===== config.mk =====
export PLATFORM = sky130hd
export DESIGN_NAME = morse_receiver_flat
export DESIGN_NICKNAME = d
export VERILOG_FILES = /design/src/rtl/morse_receiver_pkg.sv /design/src/rtl/morse_receiver_if.sv /design/src/rtl/morse_receiver_key_conditioner.sv /design/src/rtl/morse_receiver.sv /design/src/flat_wrapper.sv
export SDC_FILE = /design/constraint.sdc
export NUM_CORES = 1
export LEC_CHECK = 0
export ABC_AREA = 1
export CORE_ASPECT_RATIO = 1.75
export CORE_MARGIN = 2
export CORE_UTILIZATION = 41
export DETAILED_ROUTE_END_ITERATION = 6
export GPL_ROUTABILITY_DRIVEN = 0
export PLACE_DENSITY = 0.61
export SYNTH_ARGS = -nofsm -noshare
export SYNTH_HDL_FRONTEND = slang
export SYNTH_HIERARCHICAL = 1
export SYNTH_SLANG_ARGS = --single-unit

===== constraint.sdc =====
create_clock -name i_clk -period 2 [get_ports i_clk]
set_input_delay 0.2 -clock i_clk [delete_from_list [all_inputs] [get_ports i_clk]]
set_output_delay 0.2 -clock i_clk [all_outputs]
set_load 0.005 [all_outputs]

===== src/rtl/morse_receiver_pkg.sv =====
// Shared types and Morse timing constants for the Morse receive path.
package morse_receiver_pkg;

   typedef enum logic [1:0] {
      StIdle,
      StMark,
      StSpace
   } rx_state_e;

   localparam int unsigned DOT_UNITS      = 1;
   localparam int unsigned DASH_UNITS     = 3;
   localparam int unsigned CHAR_GAP_UNITS = 3;
   localparam int unsigned WORD_GAP_UNITS = 7;
   localparam int unsigned CODE_WIDTH     = 20;
   localparam int unsigned LEN_WIDTH      = 5;

endpackage


===== src/rtl/morse_receiver_if.sv =====
// Character handshake between the Morse receiver and its downstream consumer.
interface morse_receiver_if #(
   parameter int unsigned CodeWidth = morse_receiver_pkg::CODE_WIDTH
);
   import morse_receiver_pkg::*;

   logic [CodeWidth-1:0] code;
   logic [LEN_WIDTH-1:0] len;
   logic                 valid;
   logic                 ready;
   logic                 word;
   logic                 overflow;
   logic                 overrun;

   modport master (
      output code, len, valid, word, overflow, overrun,
      input  ready
   );

   modport slave (
      input  code, len, valid, word, overflow, overrun,
      output ready
   );

endinterface


===== src/rtl/morse_receiver_key_conditioner.sv =====
// Two-flop synchronizer plus debounce for a raw button; emits the clean level and
// a one-cycle pulse aligned with each level change.
module key_conditioner #(
   parameter int unsigned DEBOUNCE_CYCLES = 120000
) (
   input  logic i_clk,
   input  logic i_rst_n,
   input  logic i_key,
   output logic o_level,
   output logic o_edge
);

   localparam int unsigned CntW = $clog2(DEBOUNCE_CYCLES + 1);

   logic [1:0]      sync_q, sync_d;
   logic [CntW-1:0] cnt_q, cnt_d;
   logic            level_q, level_d;
   logic            edge_q, edge_d;

   always_comb begin
      sync_d  = {sync_q[0], i_key};
      cnt_d   = '0;
      level_d = level_q;
      edge_d  = 1'b0;
      // Count consecutive disagreeing samples; any agreeing sample restarts the count.
      if (sync_q[1] != level_q) begin
         if (cnt_q == CntW'(DEBOUNCE_CYCLES - 1)) begin
            level_d = sync_q[1];
            edge_d  = 1'b1;
         end else begin
            cnt_d = cnt_q + CntW'(1);
         end
      end
   end

   always_ff @(posedge i_clk or negedge i_rst_n) begin
      if (!i_rst_n) begin
         sync_q  <= '0;
         cnt_q   <= '0;
         level_q <= 1'b0;
         edge_q  <= 1'b0;
      end else begin
         sync_q  <= sync_d;
         cnt_q   <= cnt_d;
         level_q <= level_d;
         edge_q  <= edge_d;
      end
   end

   assign o_level = level_q;
   assign o_edge  = edge_q;

endmodule


===== src/rtl/morse_receiver.sv =====
// Samples the debounced key once per Morse unit and rebuilds each character as a
// left-aligned on/off unit pattern, handed downstream over a valid/ready handshake.
module morse_receiver #(
   parameter int unsigned UNIT_CYCLES     = 6000000,
   parameter int unsigned DEBOUNCE_CYCLES = 120000,
   parameter int unsigned CODE_WIDTH      = morse_receiver_pkg::CODE_WIDTH
) (
   input  logic             i_clk,
   input  logic             i_rst_n,
   input  logic             i_key,
   morse_receiver_if.master bus
);
   import morse_receiver_pkg::*;

   localparam int unsigned       PrescW    = (UNIT_CYCLES > 1) ? $clog2(UNIT_CYCLES) : 1;
   localparam logic [PrescW-1:0] PrescLast = PrescW'(UNIT_CYCLES - 1);
   localparam logic [PrescW-1:0] PrescMid  = PrescW'(UNIT_CYCLES / 2);
   localparam logic [5:0]        IdxStart  = 6'(CODE_WIDTH - 2);

   logic key_db, key_edge, strobe, start, complete;

   logic [PrescW-1:0]     presc_q, presc_d;
   rx_state_e             state_q, state_d;
   logic [CODE_WIDTH-1:0] pat_q, pat_d;
   logic [5:0]            idx_q, idx_d;
   logic [1:0]            zero_run_q, zero_run_d;
   logic [2:0]            gap_q, gap_d;
   logic [4:0]            len_q, len_d;
   logic                  arm_q, arm_d;
   logic [CODE_WIDTH-1:0] code_q, code_d;
   logic [4:0]            code_len_q, code_len_d;
   logic                  valid_q, valid_d;
   logic                  word_q, word_d;
   logic                  overflow_q, overflow_d;
   logic                  overrun_q, overrun_d;

   key_conditioner #(
      .DEBOUNCE_CYCLES(DEBOUNCE_CYCLES)
   ) u_key (
      .i_clk  (i_clk),
      .i_rst_n(i_rst_n),
      .i_key  (i_key),
      .o_level(key_db),
      .o_edge (key_edge)
   );

   // Re-aligning to each key edge keeps the strobe centred in the sender's units.
   always_comb begin
      if (key_edge || presc_q == PrescLast) presc_d = '0;
      else                                  presc_d = presc_q + PrescW'(1);
      strobe = (presc_q == PrescMid) && !key_edge;
   end

   always_comb begin
      state_d    = state_q;
      pat_d      = pat_q;
      idx_d      = idx_q;
      zero_run_d = zero_run_q;
      gap_d      = gap_q;
      len_d      = len_q;
      arm_d      = arm_q;
      code_d     = code_q;
      code_len_d = code_len_q;
      valid_d    = valid_q;
      word_d     = 1'b0;
      overflow_d = overflow_q;
      overrun_d  = overrun_q;
      start      = 1'b0;
      complete   = 1'b0;

      if (valid_q && bus.ready) valid_d = 1'b0;

      if (strobe) begin
         unique case (state_q)
            StIdle: start = key_db;
            StMark: begin
               // idx wrapping negative means all CODE_WIDTH units are already used.
               if (idx_q[5]) begin
                  overflow_d = 1'b1;
                  arm_d      = 1'b0;
                  gap_d      = '0;
                  state_d    = StSpace;
               end else begin
                  pat_d[idx_q[4:0]] = key_db;
                  idx_d             = idx_q - 6'd1;
                  if (key_db) begin
                     zero_run_d = '0;
                     len_d      = 5'(CODE_WIDTH) - idx_q[4:0];
                  end else begin
                     zero_run_d = zero_run_q + 2'd1;
                     complete   = (zero_run_q == 2'(CHAR_GAP_UNITS - 1));
                  end
               end
            end
            StSpace: begin
               if (key_db) begin
                  start = 1'b1;
               end else if (gap_q == 3'(WORD_GAP_UNITS - 1)) begin
                  word_d  = arm_q;
                  state_d = StIdle;
               end else begin
                  gap_d = gap_q + 3'd1;
               end
            end
            default: state_d = StIdle;
         endcase
      end

      if (start) begin
         pat_d             = '0;
         pat_d[CODE_WIDTH-1] = 1'b1;
         idx_d             = IdxStart;
         zero_run_d        = '0;
         len_d             = 5'(DOT_UNITS);
         state_d           = StMark;
      end

      if (complete) begin
         state_d = StSpace;
         gap_d   = 3'(CHAR_GAP_UNITS);
         arm_d   = 1'b1;
         if (valid_q && !bus.ready) begin
            overrun_d = 1'b1;
         end else begin
            code_d     = pat_d;
            code_len_d = len_q;
            valid_d    = 1'b1;
         end
      end
   end

   always_ff @(posedge i_clk or negedge i_rst_n) begin
      if (!i_rst_n) begin
         presc_q    <= '0;
         state_q    <= StIdle;
         pat_q      <= '0;
         idx_q      <= '0;
         zero_run_q <= '0;
         gap_q      <= '0;
         len_q      <= '0;
         arm_q      <= 1'b0;
         code_q     <= '0;
         code_len_q <= '0;
         valid_q    <= 1'b0;
         word_q     <= 1'b0;
         overflow_q <= 1'b0;
         overrun_q  <= 1'b0;
      end else begin
         presc_q    <= presc_d;
         state_q    <= state_d;
         pat_q      <= pat_d;
         idx_q      <= idx_d;
         zero_run_q <= zero_run_d;
         gap_q      <= gap_d;
         len_q      <= len_d;
         arm_q      <= arm_d;
         code_q     <= code_d;
         code_len_q <= code_len_d;
         valid_q    <= valid_d;
         word_q     <= word_d;
         overflow_q <= overflow_d;
         overrun_q  <= overrun_d;
      end
   end

   assign bus.code     = code_q;
   assign bus.len      = code_len_q;
   assign bus.valid    = valid_q;
   assign bus.word     = word_q;
   assign bus.overflow = overflow_q;
   assign bus.overrun  = overrun_q;

endmodule


===== src/flat_wrapper.sv =====
// flat-port wrapper written by rule: the top's interface ports become plain ports
module morse_receiver_flat import morse_receiver_pkg::*;
#(
   parameter int unsigned UNIT_CYCLES     = 6000000,
   parameter int unsigned DEBOUNCE_CYCLES = 120000,
   parameter int unsigned CODE_WIDTH      = morse_receiver_pkg::CODE_WIDTH
)
  (i_clk, i_rst_n, i_key, bus_code, bus_len, bus_valid, bus_word, bus_overflow, bus_overrun, bus_ready);
  morse_receiver_if bus_i ();
  input  logic i_clk;
  input  logic i_rst_n;
  input  logic i_key;
  output wire logic [$bits(bus_i.code)-1:0] bus_code;
  output wire logic [$bits(bus_i.len)-1:0] bus_len;
  output wire logic [$bits(bus_i.valid)-1:0] bus_valid;
  output wire logic [$bits(bus_i.word)-1:0] bus_word;
  output wire logic [$bits(bus_i.overflow)-1:0] bus_overflow;
  output wire logic [$bits(bus_i.overrun)-1:0] bus_overrun;
  input wire logic [$bits(bus_i.ready)-1:0] bus_ready;
  assign bus_code = bus_i.code;
  assign bus_len = bus_i.len;
  assign bus_valid = bus_i.valid;
  assign bus_word = bus_i.word;
  assign bus_overflow = bus_i.overflow;
  assign bus_overrun = bus_i.overrun;
  assign bus_i.ready = bus_ready;
  morse_receiver #(.UNIT_CYCLES(UNIT_CYCLES), .DEBOUNCE_CYCLES(DEBOUNCE_CYCLES), .CODE_WIDTH(CODE_WIDTH)) u_core (.i_clk(i_clk), .i_rst_n(i_rst_n), .i_key(i_key), .bus(bus_i));
endmodule

==> results of run 1 <==
[logic make-up after synthesis]
logic type / after synthesis / share of synthesized area (%)
AO/OA/AOI/OAI: 34 / 3.098
flip-flops: 112 / 46.26
buffers and inverters: 124 / 8.550
AND/OR/NAND/NOR: 451 / 36.29
XOR/XNOR: 25 / 3.738
adder cells (fa/ha/maj): 10 / 2.065
[worst paths after layout]
path                                                        from                          endpoint  cells past startpoint
max in group asynchronous                                i_rst_n       u_core/presc_q[4]$_DFF_PN0_                      3
worst min-delay path                                       i_key  u_core/u_key/sync_q[0]$_DFF_PN0_                      1
worst max register to register       u_core/presc_q[0]$_DFF_PN0_       u_core/len_q[1]$_DFFE_PN0P_                     12
worst min register to register  u_core/u_key/sync_q[0]$_DFF_PN0_  u_core/u_key/sync_q[1]$_DFF_PN0_                      0
min in group asynchronous                                i_rst_n   u_core/bus.code[11]$_DFFE_PN0P_                      2
worst max-delay path                 u_core/presc_q[0]$_DFF_PN0_       u_core/len_q[1]$_DFFE_PN0P_                     12
[registers in the layout (all words and copies together), names as in the netlist, 2 cells and up]
| signal | count |
|---|---|
| u_core/presc_q | 23 |
| u_core/bus.code | 20 |
| u_core/pat_q | 20 |
| u_core/u_key/cnt_q | 17 |
| u_core/idx_q | 6 |
| u_core/bus.len | 5 |
| u_core/len_q | 5 |
| u_core/gap_q | 3 |
| u_core/state_q | 2 |
| u_core/u_key/sync_q | 2 |
| u_core/zero_run_q | 2 |
[power by group through the flow]
stage          Sequential, uW  Combinational [uW]  Clock [uW]
2_1_floorplan            2330                17.1           0
3_3_place_gp             2330                93.0           0
3_5_place_dp             2330                95.1           0
4_1_cts                  2280                97.0        1840
5_1_grt                  2280                 106        1930
6_report                 2280                91.2        1780
[final cells by class]
type	instances	area (um^2)	share of cell area, %
clock buffer	10	239.0	3.364
clock inverter	6	50.05	0.7046
inverter	104	392.9	5.531
multi-input combinational	520	2755	38.79
sequential	112	2803	39.46
tap	180	225.2	3.171
timing repair buffer	66	638.1	8.984
[cell usage in the layout, fill, tap and decap left out, types with 10 or more instances in the layout]
cell type / count
ha_1: 10
o21ai_0: 14
buf_4: 29
xor2_1: 21
and3_1: 19
dfrtp_1: 112
nor2_2: 15
inv_1: 94
nand4_1: 69
nor3_1: 20
nand2_1: 180
nor2_1: 84
clkdlybuf4s50_1: 31
nand3_1: 31
[per-layer routing]
metal	global-route usage [%]	vias up	share of wire [%]
met1	20.32	2508	39
li1	-	2574	-
met4	8.766	0	3.2
met5	0	-	0
met2	36.90	97	56
met3	2.327	32	2.2
[metrics by stage]
| step | setup slack (ns) | setup TNS (ns) | instances |
|---|---|---|---|
| final | 0.1285 | 0 | 998 |
| after global routing | -0.01343 | -0.01360 | 998 |
| after CTS | 0.1216 | 0 | 995 |
| after detailed placement | 0.1130 | 0 | 978 |
| after global placement | 0.1767 | 0 | 978 |
| after floorplan | 0.3318 | 0 | 756 |
[repair_timing]
item	in CTS	in global routing
setup buffers	0	3
hold buffers	1	0
resized for setup	0	4
endpoints found under the hold margin	33	0
endpoints found under the setup margin	0	38
==> metrics.txt, run 1 <==
outcome=complete, no violations; antenna violations before repair=0; number of synthesized flops with an enable pin=0; Power Dens Cells=584.2 mW/mm^2; die area=roughly 0.016 mm^2; Sw Share=between 20% and 30%; Post-Synthesis Mean Instance Area=approximately 8.0 um^2; NetSw=between 900 and 1000 uW; Setup CP Type=reg -> reg; Routed WL=roughly 14 mm; clock skew=about 0.012 ns; 1st-iter DRT viols=about 210; clock network power share=42.8%; critical path arrival=2.12 ns; DRC violations left=0; Sequential Power Share=between 50 and 60%; first-pass GRT wire length=24.12 mm; CTS tree=built; clk slew on worst S/H paths=about 0.080 ns; mean routed wirelength per cell=14.26 um; final hold slack=around 0.28 ns; CTS HTree Levels=3; Final period util=between 90% and 100%; Max Freq=between 500 and 600 MHz; PortBufs=32; Crit. End Element=flop; Clock Sinks=between 100 and 150; Synth Net Count=770; CORE AREA=0.01444 mm^2; ys async rst share=100.0%; top_reg_cell synth=dfrtp_1; Die W=95.89 um; cell taking the most area after synthesis=dfrtp_1; number of CTS-inserted buffers=9; Yosys reg bits=around 110; Final ANT Viol Nets=0; Ports=33; GRT Util Overall=around a fifth; CP peak stage delay=around 0.4 ns; Pint=about 3200 uW; Seq/Total Area, Yosys=a little under half; share of post-route cells with drive strength above 1=~13%; Clock Tree Root=clkbuf_16; die height=between 150 and 200 um; cell with the most instances after synthesis=nand2_1; worst slew pin tran=0.5656 ns; Max FO, Critical Path=21; Buffers & Inverters on Critical Path=2; Placed Area=about 0.0068 mm^2; Pwr Total=between 4000 and 5000 uW; Vias=between 5k and 6k; Synth Cell Area=0.006058 mm^2; area share of the largest cell type after synthesis=between 40 and 50%; CP required=between 2 and 2.5 ns; Syn. warnings=6; Final Util=between 40% and 50%; Fin. Hold Viols=0; crit start category=flop; crit-path leading delay family=simple AND/OR/NAND/NOR gates; fin crit period=1.871 ns; Post-Synthesis Cells=between 700 and 800; Comb pwr share=2.2%; leakage power=0.003478 uW; Ant. Diodes=0; most frequent CP cell=nand2_1; Area contributors post-synth=dfrtp_1, nand2_1, nand4_1; Detailed Place HPWL=about 11 mm; Final Setup Violations=0; effective utilization at floorplan=41.95%; gr ovfl total=0; Rows=58; Fill cells=approximately 1.4k; Clock Path Buffers=2; Vias/cell=about 5.2; Max stage delay cell, worst path=dfrtp_1; RSZ-0062 raised after global routing=true; max_cap viols=0; via count of the first global-routing pass=~5.2k; Slew HR=~62%; Peak VDD IR=around 0.35 mV; P&R area growth vs syn=17.24%; Final nets=approximately 830; Synth cell types=38; clk_lat worst skew=approximately 0.36 ns; crit-path cells=inv_1 > ha_1 > nand2_1 > nor2_1 > nand2_1 > nor2_2 > buf_12 > nand2_1 > nor2_1 > nor2_1 > nand3_1 > nand2_1; largest net degree at the start of global routing=43; top cells by count, synth=nand2_1, dfrtp_1, inv_1; first drt pass iteration count=5; fin area=0.007103 mm^2; max-slew violation count=0; r2r setup slk=roughly 0.13 ns; Hold Crit Class=in -> reg
(Power assumes the default switching activity.)
==> run 2, diff against run 1 <==
- CORE_UTILIZATION: 41 -> 60
- PLACE_DENSITY: 0.61 -> 0.83
==> run 2 against run 1 <==
Effect of this change:
- first-iteration DRC count is 130% higher
- clock power about the same
- combinational power fell by 5.3%
- clock-buffer cell count unchanged
- register-to-register slack worse by 0.05 ns
- fmax fell by 2.6%
==> metrics.txt, run 2 (same netlist as run 1, synthesis figures left out) <==
P&R area growth vs syn=15.45%; crit start category=flop; Final period util=96.12% (+2.5 points); gr ovfl total=0 (unchanged); Final Setup Violations=0 (unchanged); Clock Sinks=112 (unchanged); Final Util=71.01% (+22 points); Ports=33 (unchanged); Crit. End Element=flop; Detailed Place HPWL=9.981 mm (-6.6%); fin crit period=1.922 ns (+0.05094 ns); Largest register FFs=23 (unchanged); antenna violations before repair=0 (unchanged); Vias/cell=5.830 (+12%); worst slew pin tran=0.5984 ns (+0.03276 ns); Max Freq=520.2 MHz (-2.6%); CTS tree=built; most frequent cells in the layout=nand2_1, dfrtp_1, inv_1; Power Dens Cells=588.7 mW/mm^2 (+0.76%); placed instance count=912 (-6.7%); crit-path leading delay family=simple AND/OR/NAND/NOR gates; max-slew violation count=0 (unchanged); CTS HTree Levels=3 (unchanged); first-pass GRT wire length=23.67 mm (-1.9%); die height=136.9 um (-17%); leakage power=0.003426 uW (-1.5%); TNS Setup=0 ns (unchanged); r2r setup slk=0.08 ns (-0.05 ns); Sw Share=22.35% (-0.49 points); Vias=5445 (+4.5%); Biggest register=u_core/presc_q; GRT Util Overall=27.29% (+8.0 points); clock skew=0.008940 ns (-0.002928 ns); mean routed wirelength per cell=15.59 um (+9.3%); outcome=complete, no violations; Routed WL=14.56 mm (+2.3%); Pwr Total=4117 uW (-0.78%); most frequent CP cell=nand2_1; R2R Path Start=u_core/presc_q[0]$_DFF_PN0_; CP peak stage delay=0.42 ns (about the same); CP required=2.23 ns (-0.02 ns); number of CTS-inserted buffers=9 (unchanged); Final ANT Viol Nets=0 (unchanged); effective utilization at floorplan=61.51% (+20 points); 1st-iter DRT viols=492 (+130%); share of post-route cells with drive strength above 1=11.74% (-0.85 points); Worst Setup SP=u_core/presc_q[0]$_DFF_PN0_; clock network power share=42.5% (-0.3 points); Comb pwr share=2.1% (about the same); Max FO, Critical Path=11 (-48%); Slew HR=59.96% (-2.1 points); Ant. Diodes=0 (unchanged); Fin. Hold Viols=0 (unchanged); Clock Path Buffers=2 (unchanged); RSZ-0062 raised after global routing=true; PortBufs=32 (unchanged); Setup CP Type=reg -> reg; Buffers & Inverters on Critical Path=3 (+1); first drt pass iteration count=5 (unchanged); CORE AREA=0.009849 mm^2 (-32%); DP Worst Slack=0.05941 ns (-0.05357 ns); die area=0.01095 mm^2 (-31%); Peak VDD IR=0.4980 mV (+43%); critical path arrival=2.15 ns (+0.03 ns); Max stage delay cell, worst path=dfrtp_1; Final nets=818 (-1.1%); Clock Tree Root=clkbuf_16; DRC violations left=0 (unchanged); crit-path cells=inv_2 > ha_1 > nand2_1 > nor2_1 > nand2_1 > nor2_4 > buf_12 > nand2_1 > inv_1 > o21ai_1 > nand2_1 > o21ai_1; commonest non-fill, non-tap cell in the layout=nand2_1; max_cap viols=0 (unchanged); clk_lat worst skew=0.35 ns (about the same); Hold Startpoint=i_key; Rows=48 (-17%); Hold Crit Class=in -> reg; Pint=3197 uW (-0.15%); NetSw=920.2 uW (-2.9%); clk slew on worst S/H paths=0.07 ns (about the same); Die W=79.96 um (-17%); worst setup margin=0.07758 ns (-0.05094 ns); Cell Count, Final, Fillers Out=934 (-6.4%); via count of the first global-routing pass=5335 (+2.0%); largest net degree at the start of global routing=113 (+160%); Sequential Power Share=55.4% (+0.4 points)
## run 2: cell types whose count changed in the layout (fill, tap and decap cells not counted), sizes merged
cell	previous run	this run
buf	34	24
clkinvlp	1	2
clkbuf	10	11
inv	107	106
## run 2: timing repair
item | in CTS | in global routing
buffers inserted | 0 | 4
hold buffers | 1 | 0
endpoints found under the setup margin | 0 | 37
hold endpoints to repair | 112 | 0
gates resized for setup | 0 | 9
## run 2: per-stage QoR
stage / instance area (um^2) / hold WS (ns)
floorplan: 6058 / -0.09559
global placement: 6613 / 0.3229
detailed placement: 6613 / 0.3288
CTS: 6913 / 0.2775
global route: 6994 / 0.2890
finish: 6994 / 0.2816
## run 2: layout make-up
| type | instances | area [um^2] |
|---|---|---|
| clock buffers | 10 | 239.0 |
| clock inverters | 6 | 51.30 |
| fillers | 779 | 2855 |
| inverters | 104 | 392.9 |
| multi-input cells | 520 | 2764 |
| flip-flops and latches | 112 | 2803 |
| well taps | 125 | 156.4 |
| repair buffers | 57 | 588.1 |
## run 2: per-layer routing
layer | global-route usage (%) | wire length (um) | up-vias | share of wire, %
met3 | 4.090 | 675 | 76 | 4.6
met1 | 29.66 | 5338 | 2584 | 37
met4 | 16.57 | 786 | 0 | 5.4
li1 | - | - | 2554 | -
met5 | 0 | 0 | - | 0
met2 | 48.84 | 7758 | 231 | 53
## run 2: power groups by stage
stage	combinational [uW]	sequential [uW]	clock (uW)
2_1_floorplan	17.1	2330	0
3_3_place_gp	84.8	2330	0
3_5_place_dp	88.8	2330	0
4_1_cts	90.3	2280	1790
5_1_grt	99.8	2280	1860
6_report	86.4	2280	1750
## run 2: worst register-to-register path, cell delays in order, from the launching register on
cell and delay (ns):
dfrtp_1 0.42, inv_2 0.10, ha_1 0.17, nand2_1 0.06, nor2_1 0.13, nand2_1 0.12
nor2_4 0.16, buf_12 0.15, nand2_1 0.11, inv_1 0.10, o21ai_1 0.11, nand2_1 0.09
o21ai_1 0.07
## run 2: worst paths after layout
| kind | depth (start not counted) | endpoint |
|---|---|---|
| setup / recovery | 12 | u_core/state_q[1]$_DFFE_PN0P_ |
| hold / removal | 1 | u_core/u_key/sync_q[0]$_DFF_PN0_ |
| setup reg to reg | 12 | u_core/state_q[1]$_DFFE_PN0P_ |
| hold reg to reg | 0 | u_core/u_key/sync_q[1]$_DFF_PN0_ |
| max in group asynchronous | 3 | u_core/presc_q[8]$_DFF_PN0_ |
| min in group asynchronous | 3 | u_core/bus.code[5]$_DFFE_PN0P_ |
